===== src/rtl/wb_arbiter.sv =====
// Round-robin writeback arbiter: ALU and load unit share one register-file write port.
// Each write holds data one cycle (SETUP), strobes until acknowledged or timed out, then grants.
//
// state   | meaning
// IDLE    | waiting for a request; arbitrates and latches the winner's data
// SETUP   | destReg/destVal stable, strobe still low
// STROBE  | storeNow high, waiting on storeDone or timeout
// RELEASE | strobe low, one-cycle grant pulse to the winner
module wb_arbiter #(
  parameter int TIMEOUT = 15
) (
  input  logic        clk,
  input  logic        rst,
  input  logic        alu_req,
  input  logic [3:0]  alu_reg,
  input  logic [15:0] alu_val,
  output logic        alu_grant,
  input  logic        mem_req,
  input  logic [3:0]  mem_reg,
  input  logic [15:0] mem_val,
  output logic        mem_grant,
  output logic [3:0]  destReg,
  output logic [15:0] destVal,
  output logic        storeNow,
  input  logic        storeDone,
  output logic        busy,
  output logic        err
);

  localparam logic [3:0] TimeoutCnt = 4'(TIMEOUT);

  typedef enum logic [1:0] {
    IDLE    = 2'd0,
    SETUP   = 2'd1,
    STROBE  = 2'd2,
    RELEASE = 2'd3
  } state_t;

  state_t      state, stateNext;
  logic        ptrMem, ptrMemNext;
  logic        winMem, winMemNext;
  logic        pickMem;
  logic [3:0]  cnt, cntNext;
  logic        errNext;
  logic [3:0]  destRegNext;
  logic [15:0] destValNext;

  always_ff @(posedge clk) begin
    if (!rst) begin
      state     <= IDLE;
      ptrMem    <= 1'b0;
      winMem    <= 1'b0;
      cnt       <= 4'd0;
      err       <= 1'b0;
      destReg   <= 4'd0;
      destVal   <= 16'd0;
      storeNow  <= 1'b0;
      busy      <= 1'b0;
      alu_grant <= 1'b0;
      mem_grant <= 1'b0;
    end else begin
      state     <= stateNext;
      ptrMem    <= ptrMemNext;
      winMem    <= winMemNext;
      cnt       <= cntNext;
      err       <= errNext;
      destReg   <= destRegNext;
      destVal   <= destValNext;
      // Outputs are registered copies of what the next state implies.
      storeNow  <= (stateNext == STROBE);
      busy      <= (stateNext != IDLE);
      alu_grant <= (stateNext == RELEASE) && !winMemNext;
      mem_grant <= (stateNext == RELEASE) && winMemNext;
    end
  end

  always_comb begin
    stateNext   = state;
    ptrMemNext  = ptrMem;
    winMemNext  = winMem;
    cntNext     = cnt;
    errNext     = err;
    destRegNext = destReg;
    destValNext = destVal;
    pickMem     = 1'b0;
    case (state)
      IDLE: begin
        if (alu_req || mem_req) begin
          // Contention goes to the pointer side; the loser gets the pointer.
          pickMem     = mem_req && (!alu_req || ptrMem);
          winMemNext  = pickMem;
          ptrMemNext  = !pickMem;
          destRegNext = pickMem ? mem_reg : alu_reg;
          destValNext = pickMem ? mem_val : alu_val;
          stateNext   = SETUP;
        end
      end
      SETUP: begin
        cntNext   = 4'd1;
        stateNext = STROBE;
      end
      STROBE: begin
        if (storeDone) begin
          stateNext = RELEASE;
        end else if (cnt == TimeoutCnt) begin
          errNext   = 1'b1;
          stateNext = RELEASE;
        end else begin
          cntNext = cnt + 4'd1;
        end
      end
      RELEASE: begin
        stateNext = IDLE;
      end
      default: begin
        stateNext = IDLE;
      end
    endcase
  end

endmodule


===== config.mk =====
export PLATFORM = sky130hd
export DESIGN_NAME = wb_arbiter
export DESIGN_NICKNAME = d
export VERILOG_FILES = /design/src/rtl/wb_arbiter.sv
export SDC_FILE = /design/constraint.sdc
export NUM_CORES = 1
export LEC_CHECK = 0
export CAP_MARGIN = 20
export CELL_PAD_IN_SITES_DETAIL_PLACEMENT = 0
export CELL_PAD_IN_SITES_GLOBAL_PLACEMENT = 1
export CORE_MARGIN = 3
export CORE_UTILIZATION = 31
export DETAILED_ROUTE_END_ITERATION = 6
export PLACE_DENSITY_LB_ADDON = 0.1
export SLEW_MARGIN = 10
export SYNTH_ARGS = -nofsm -noshare
export SYNTH_HDL_FRONTEND = slang
export SYNTH_SLANG_ARGS = --single-unit
export TNS_END_PERCENT = 50

===== constraint.sdc =====
create_clock -name clk -period 3.8 [get_ports clk]
set_input_delay 0.57 -clock clk [delete_from_list [all_inputs] [get_ports clk]]
set_output_delay 0.57 -clock clk [all_outputs]
set_load 0.05 [all_outputs]

==> impl_metrics.toml <==
[status]
status = "complete, no violations"

[routing]
drtIter0Drc = 69
drtAntennaViolNets = 0
wl_per_cell_um = 15.8
wirelength_um = 4670
drc = 0
drt_pass1_iterations = 5
vias_per_cell = 5.43
dr_total_vias = 1606

[placement]
hpwl_um = 3320
io_buffers = 69
place_area_um2 = 2210
gp_congestion = 0.815

[grt]
grt_pass1_vias = 1630
overflow = 0
grt_max_degree = 28
antenna_found_initial = 0
gr-usage-all-layers_pct = 17.5
grt_pass1_wl_um = 7560

[clocking]
cts.repair.resized = 0
clk_path_buf_depth = 2
cts_root_buf = "clkbuf_8"
htree_levels = 2
numCtsBuffers = 5
cts_tree = "done"
worstSkewPairLatency_ns = 0.28
post_cts_buffers = 0
cts_hold_buffers = 0
cts.sink_count = 33
clk_pin_slew_ns = 0.07

[floorplanning]
start_util_pct = 33.3
die_h_um = 75.6
core_um2 = 4500
die-area_um2 = 5710
die_x_um = 75.6
ioPinCount = 70
rows = 24

[finish]
nets = 293
drive_gt1_share_pct = 6.56
final_cell_area_um2 = 2340
nFillCells = 397
antenna_cells = 0
fin_util_pct = 52.0
regArea_um2 = 661
multi_input_area_um2 = 746
syn_to_final_growth_pct = 55.9

[synthesis]
synth.cell_area_um2 = 1500
synth.distinct_cells = 31
syn-num-nets = 230
syn_inst = 180
yosysSeqAreaShare_pct = 44.0
avgSynthCellArea_um2 = 8.34
synth_seq_cells = 33
yosysWarnings = 0

[critical_path]
critPathLaunchType = "input port"
path_class = "input port to register"
arrival_ns = 2.46
endpoint_kind = "register"
cp.required_ns = 4.01
ff2ff_path_depth = 5
crit_fanout = 20

[sta]
min_period_over_period_pct = 59.4
fmax_ghz = 0.443
final.min_clock_period_ns = 2.26
relSlewSlack_pct = 41.4
hold_viol = 0
rsz0062_at_grt = "false"
fin_setup_tns_ns = 0
skew_ns = 0.00193
worst_slew_pin_slew_ns = 0.877
fin_hold_ws_ns = 0.476
final-setup-viol-count = 0
drv_slew = 0

[worst_hold_path]
worstHoldPathType = "register to register"
hold_path_depth = 1

[power_and_ir_drop]
power_uw = 1960
ir_drop_uv = 480
leakage_uw = 0.000873
power_density_nw_per_um2 = 839

[job]
cap_violations = 0
[metrics by stage]
step / setup slack [ns] / cells
4_1_cts: 1.53 / 296
5_1_grt: 1.37 / 296
2_1_floorplan: 2.43 / 180
3_3_place_gp: 1.31 / 288
6_report: 1.54 / 296
3_5_place_dp: 1.24 / 288
[synthesized netlist by cell type (all sizes together)]
cell    number  area (µm²)
mux2i        1        10.0
ha           5        62.6
a211oi       1        7.51
clkbuf       6        22.5
nand2b       3        18.8
nor2b        1        6.26
and4b        1        10.0
and2b        1        7.51
nor3b        1        12.5
a31oi       21         131
buf         10        50.1
o21a         3        22.5
a41oi        1        8.76
nand2        5        18.8
a211o        1        10.0
dfxtp       33         661
and2         1        6.26
a21oi       21         105
o21ai       42         210
a32oi        1        8.76
nor2         5        18.8
nor4b        1        8.76
inv          6        22.5
nand3        3        20.0
nor3         4        25.0
a21boi       1        7.51
a31o         1        8.76
[where the power goes]
part           switching [µW]  internal (µW)  total [µW]
registers                66.7            471         537
clock network             125            260         386
logic                     676            364        1040
total                     868           1090        1960
[worst max-delay path, stage by stage]
cell and delay [ns]:
clkdlybuf4s50_1 0.69, buf_4 0.28, o21a_1 0.56, o21ai_0 0.17, a21oi_1 0.18
[cell families after synthesis]
logic type	after synthesis	synth area share, %
fa+ha+maj	5	4.17
compound gates	93	34.7
flops	33	44.0
simple gates	26	10.2
buf+inv	22	6.33
mux	1	0.667
[routing by layer]
metal,wire length [µm],vias to the layer above,share of wire [%],track usage (%)
li1,-,786,-,-
met1,2000,733,43,21.7
met2,2180,76,47,28.5
met3,381,11,8.2,4.22
met4,96,0,2.1,8.54
met5,0,-,0,0
[sequential cells by signal, summed over array words and instances, names as in the netlist]
| signal | count |
|---|---|
| destReg | 4 |
| storeNow | 1 |
| winMem | 1 |
| cnt | 4 |
| ptrMem | 1 |
| state | 2 |
| mem_grant | 1 |
| busy | 1 |
| err | 1 |
| destVal | 16 |
| alu_grant | 1 |
[worst paths after layout]
path / from / endpoint / slack (ns)
max: mem_req / destVal[9] / 1.54
min: err / err / 0.48
max reg2reg: state[0] / destVal[9] / 2.13
min reg2reg: err / err / 0.48
[area by class of cell]
cell class	count	share of cell area [%]
clock buffer	5	2.94
inverter	6	0.962
timing repair buffer	72	30.5
multi-input combinational	125	31.9
tap	52	2.78
clock inverter	3	2.78
sequential	33	28.2
[cell usage in the layout (no fill, tap or decap), drive strengths merged, types with 2 or more instances in the layout]
master / instances
inv: 6
nor2: 5
nor3: 4
o21ai: 42
clkdlybuf4s50: 69
nand2b: 3
nand2: 5
dfxtp: 33
o21a: 3
clkbuf: 5
a21oi: 21
buf: 3
nand3: 3
bufinv: 2
ha: 5
a31oi: 21
Power figures use the tool's default switching activity.
